**src/rtl/kernel_buffer_pp.sv**
```systemverilog
// -----------------------------------------------------------------------------
// kernel_buffer_pp
//
// Kernel-weight buffer for the CNN core. Packed IN_W-bit words arrive on a
// valid/ready stream and are unpacked into DATA_W-bit elements. A complete
// KxK kernel is presented as one flat bus to the convolution datapath.
//
// Optional feature macro: KERNEL_BUF_PINGPONG_EN
//   defined   : two banks, so kernel n+1 loads while kernel n is presented
//   undefined : one bank; loading and presenting alternate
//
// Ports
//   clk      in   rising-edge clock
//   resetn   in   asynchronous active-low reset
//   s_valid  in   input word valid
//   s_ready  out  buffer can accept a word (decoded from registers only)
//   s_data   in   IN_W packed elements, lane j at [j*DATA_W +: DATA_W]
//   s_last   in   final word of a kernel
//   k_valid  out  a complete kernel is presented
//   k_ready  in   consumer releases the presented kernel
//   k_data   out  K*K*DATA_W, element i at [i*DATA_W +: DATA_W]
//   err_len  out  sticky framing error
//   err_clr  in   clears err_len (a new error in the same cycle wins)
//
// Handshake: a transfer happens on a rising edge where valid && ready are
// both 1. A source holds valid and its payload until that edge. s_ready and
// k_valid depend only on bank state registers, never on s_valid or k_ready.
// -----------------------------------------------------------------------------
module kernel_buffer_pp #(
  parameter int K      = 3,
  parameter int DATA_W = 8,
  parameter int IN_W   = 32
) (
  input  logic                    clk,
  input  logic                    resetn,
  input  logic                    s_valid,
  output logic                    s_ready,
  input  logic [IN_W-1:0]         s_data,
  input  logic                    s_last,
  output logic                    k_valid,
  input  logic                    k_ready,
  output logic [K*K*DATA_W-1:0]   k_data,
  output logic                    err_len,
  input  logic                    err_clr
);

  localparam int KK    = K * K;
  localparam int LANES = IN_W / DATA_W;
  localparam int WORDS = (KK + LANES - 1) / LANES;
  localparam int WW    = (WORDS > 1) ? $clog2(WORDS) : 1;
  localparam logic [WW-1:0] W_LAST = WW'(WORDS - 1);

  // Per-bank state machine: FREE -> FILL -> READY -> FREE
  typedef enum logic [1:0] {
    FREE  = 2'd0,
    FILL  = 2'd1,
    READY = 2'd2
  } bank_st_e;

  bank_st_e             bank_st [2];
  logic [KK*DATA_W-1:0] mem     [2];
  logic [WW-1:0]        w;          // word index within the kernel being loaded
  logic                 wp;         // bank being loaded
  logic                 rp;         // bank being presented

  logic accept;
  logic release_k;
  logic at_end;
  logic done;
  logic bad;

  assign s_ready   = (bank_st[wp] != READY);
  assign k_valid   = (bank_st[rp] == READY);
  assign k_data    = mem[rp];

  assign accept    = s_valid && s_ready;
  assign release_k = k_valid && k_ready;
  assign at_end    = (w == W_LAST);
  // Framing: s_last must coincide exactly with the final word index.
  assign done      = accept && s_last && at_end;
  assign bad       = accept && (s_last != at_end);

  // Bank states, element storage, word index and the error flag.
  // When a release and an accept share an edge they always target different
  // banks: accept needs bank[wp] != READY while release needs bank[rp] == READY.
  always_ff @(posedge clk or negedge resetn) begin
    if (!resetn) begin
      bank_st[0] <= FREE;
      bank_st[1] <= FREE;
      mem[0]     <= '0;
      mem[1]     <= '0;
      w          <= '0;
      err_len    <= 1'b0;
    end else begin
      if (release_k) begin
        bank_st[rp] <= FREE;
      end
      if (accept) begin
        // Element i comes from word i/LANES, lane i%LANES; lanes past the
        // last element simply have no destination and are dropped.
        for (int i = 0; i < KK; i++) begin
          if (w == WW'(i / LANES)) begin
            mem[wp][i*DATA_W +: DATA_W] <= s_data[(i % LANES)*DATA_W +: DATA_W];
          end
        end
        if (done) begin
          bank_st[wp] <= READY;
          w           <= '0;
        end else if (bad) begin
          // Partial kernel abandoned; the bank is reloaded from word 0.
          bank_st[wp] <= FREE;
          w           <= '0;
        end else begin
          bank_st[wp] <= FILL;
          w           <= w + WW'(1);
        end
      end
      if (bad) begin
        err_len <= 1'b1;
      end else if (err_clr) begin
        err_len <= 1'b0;
      end
    end
  end

`ifdef KERNEL_BUF_PINGPONG_EN
  // Write pointer advances on each completed kernel, read pointer on each
  // release, so banks are consumed in the order they were filled.
  always_ff @(posedge clk or negedge resetn) begin
    if (!resetn) begin
      wp <= 1'b0;
      rp <= 1'b0;
    end else begin
      if (done) begin
        wp <= ~wp;
      end
      if (release_k) begin
        rp <= ~rp;
      end
    end
  end
`else
  // Single bank: bank 1 is never addressed and reduces away.
  assign wp = 1'b0;
  assign rp = 1'b0;
`endif

endmodule

```
**config.mk**
```make
export PLATFORM = sky130hd
export DESIGN_NAME = kernel_buffer_pp
export DESIGN_NICKNAME = d
export VERILOG_FILES = /design/src/rtl/kernel_buffer_pp.sv
export SDC_FILE = /design/constraint.sdc
export NUM_CORES = 1
export LEC_CHECK = 0
export ABC_AREA = 1
export CORE_MARGIN = 1.5
export CORE_UTILIZATION = 30
export CTS_CLUSTER_DIAMETER = 60
export CTS_CLUSTER_SIZE = 16
export DETAILED_ROUTE_END_ITERATION = 6
export GPL_ROUTABILITY_DRIVEN = 0
export PLACE_DENSITY = 0.55
export SETUP_SLACK_MARGIN = 0.15
export SLEW_MARGIN = 20
export SYNTH_ARGS = -nofsm -noshare
export SYNTH_HDL_FRONTEND = slang
export SYNTH_SLANG_ARGS = --single-unit
```
**constraint.sdc**
```tcl
create_clock -name clk -period 1.9 [get_ports clk]
set_clock_uncertainty 0.1 [all_clocks]
set_input_delay 0.19 -clock clk [delete_from_list [all_inputs] [get_ports clk]]
set_output_delay 0.19 -clock clk [all_outputs]
set_load 0.01 [all_outputs]
```
==> results by group <==
Yosys
  • Synth Area per Inst: ~9.1 um2
  • Main combinational cell family by area after synthesis: simple AND/OR/NAND/NOR gates
  • Multiplexer share of the synthesized area: 0
  • Syn Nets: 400
  • Simple-gate share of the synthesized area: 0.338
  • Adder-cell area share of the yosys netlist: 0.0115
  • Fraction of the yosys area taken by sequential cells: 0.588
  • Yosys reg bits: 77
  • Compound-gate portion of the synthesized area: 0
  • Synth warnings: 0
  • Yosys cell types: 14
  • Syn Std Cell Area: 3280 um2
  • Xor and xnor area share after synthesis: 0
  • Synth Instances: between 300 and 400

Clock network
  • Total CTS buffers: 9
  • CTS max path bufs: 2
  • H-tree Lvls: 3
  • CTS tree: built
  • Clk slew on worst S/H paths: 80 ps
  • Insertion delay to the later sink of the worst-skew pair: roughly 340 ps
  • Sink Count: between 70 and 80
  • Clk root buf: clkbuf_8

STA
  • Final Slew Violations: 0
  • Final worst slack: roughly 320 ps
  • Setup violators final: 0
  • RSZ-0062 raised after global routing: false
  • Worst hold slack: roughly 130 ps
  • TNS Setup: 0 ps
  • Fmax: 634 MHz
  • Slew headroom: 0.720
  • Min Clock Period, post-route: 1580 ps
  • Final Hold Fails: 0
  • Worst slew pin tran: ~420 ps
  • Fin crit share: 0.830

Floorplan
  • I/O pins: between 100 and 150
  • Initial cell density of the core: 0.313
  • Die Y: between 100 and 150 um
  • Row cnt: 37
  • Core Area: 10500 um2
  • Die W: about 110 um
  • Die ar.: approximately 12000 um2

Global routing
  • Busiest grt layer: met2
  • Met3 GRT Util: 0.0430
  • GRT Util Overall: 0.164
  • Global-route wire length before repair: ~15000 um
  • Overflow left after global routing: 0
  • Met2 Usage GRT: 0.252
  • Largest net degree at the start of global routing: 77
  • Initial antenna violation count: 0
  • Vias in the first global route: about 2800
  • GR Util met1: 0.227

Route
  • Via count: roughly 3000
  • Initial DRC count: 112
  • Routed Antenna Nets: 0
  • # DRC: 0
  • Via density: slightly below 5
  • Routed len/inst: approximately 15 um
  • DR pass1 iterations: 4
  • Routed wire length: 9220 um

Hold path
  • HP Class: in2async

Final layout
  • ANT cells: 0
  • Design area: between 4000 and 5000 um2
  • Final Non-Filler Cells: around 600
  • Fraction of layout cells with a size suffix above 1: 0.0665
  • Area grow syn2layout: 44.6%
  • Fin nets: 502
  • Fillers: 1072
  • Finished Core Util: 0.453

Worst setup path
  • R2r startpoint: w[0]
  • Worst Setup EP: k_data[5]
  • Worst path depth: 1
  • Worst R2R Setup Slack: ~340 ps
  • Worst r2r path cells: 5
  • Reg2reg end: mem[78]
  • Setup crit start kind: flip-flop
  • Slowest-stage cell, CP: clkdlybuf4s50_1
  • Req. time, crit path: about 1600 ps
  • Buffers & Inverters on Critical Path: 1
  • Critical Path Max Stage Delay: 550 ps
  • Kind of critical path: reg2out
  • Crit path arrival time: between 1000 and 1500 ps
  • Worst path top cell family by delay: buffers and inverters
  • Setup crit end kind: primary output
  • Critical-path cell list: clkdlybuf4s50_1
  • Largest fanout on the critical path: 2
  • Critical path origin: mem[77]

Placement
  • Port buffer count: 112
  • Pre-CTS setup slack: 353 ps
  • Post-place instance area: roughly 4500 um2
  • Dpl cells: between 500 and 600
  • Final HPWL DP: between 6000 and 7000 um

Power
  • Combinational share of power: 0.430
  • Int Power: 4.89 mW
  • Sequential Power Share: 0.382
  • Worst VDD drop: about 0.7 mV
  • Clock group share of total power: 0.188
  • Pwr/cell area: ~1600 nW/um2
  • Sw Ratio: 0.345
  • Power Total: ~7.5 mW
  • Switching pwr: 2.58 mW
  • Leakage Power: around 2.3 nW

Flow run
  • MaxCap Viol Count: 0

Outcome
  • Outcome: completed
-- power groups by stage --
stage	sequential, mW	clock [mW]	combinational, mW
2_1_floorplan	3.16	0	0.982
3_3_place_gp	2.90	0	3.22
3_5_place_dp	2.89	0	3.26
4_1_cts	2.87	1.44	3.27
5_1_grt	2.95	1.49	3.53
6_report	2.86	1.40	3.22
-- sequential cells by signal, indices dropped and copies added (netlist names) --
| register | flops |
|---|---|
| w | 2 |
| err_len | 1 |
| bank_st | 2 |
| mem | 72 |
-- worst min-delay path by stage --
stage / startpoint / endpoint / slack, ps
2_1_floorplan: resetn / bank_st[2] / -210
3_3_place_gp: resetn / mem[119] / -50
3_5_place_dp: resetn / mem[119] / -50
4_1_cts: resetn / mem[119] / 120
5_1_grt: resetn / mem[118] / 140
6_report: resetn / mem[119] / 130
-- cell usage after synthesis --
library cell  count  share of area
nand2_1         159           0.18
nor2_1            2         0.0023
nand3_1           2         0.0031
ha_1              3          0.011
nand3_2           2         0.0061
buf_2            17          0.026
nand2_4           1         0.0034
clkbuf_1          7         0.0080
buf_4             6          0.014
inv_1             6         0.0069
dfrtp_1          77           0.59
nand4_1          74           0.14
buf_6             2         0.0069
inv_2             1         0.0011
-- layout by cell type, fill, tap and decap left out, drive strengths merged --
cell and n:
clkdlybuf4s50 108, nor2 2, dlygate4sd3 1, buf 12, nand3 4, dlygate4sd2 2
clkbuf 11, bufinv 2, nand2 160, nand4 74, clkinvlp 2, dfrtp 77
ha 3, clkinv 1, inv 7
-- metal layers --
metal  vias up  wire length [um]
met5         -                 0
met4         0               106
met3        11               677
met2       112              4230
met1      1448              4200
li1       1410                 -
-- area by class of cell --
class                   instances  area, um2  area share
well taps                     136        170      0.0359
flip-flops and latches         77       1930       0.406
clock inverters                 5       83.8      0.0177
clock buffers                  11        141      0.0298
inverters                       7       26.3     0.00554
repair buffers                123       1250       0.263
multi-input cells             243       1150       0.242
-- timing repair --
item                                    4_1_cts  5_1_grt
resized for setup                             2        0
hold buffers                                  1        0
setup buffers                                 0        0
hold endpoints to repair                     77        0
endpoints found under the setup margin        2        0
-- kinds of logic after synthesis --
family,count (synthesis)
and+or+nand+nor,240
DFF,77
buffers and inverters,39
adders and majority gates,3
Power figures use the tool's default switching activity.
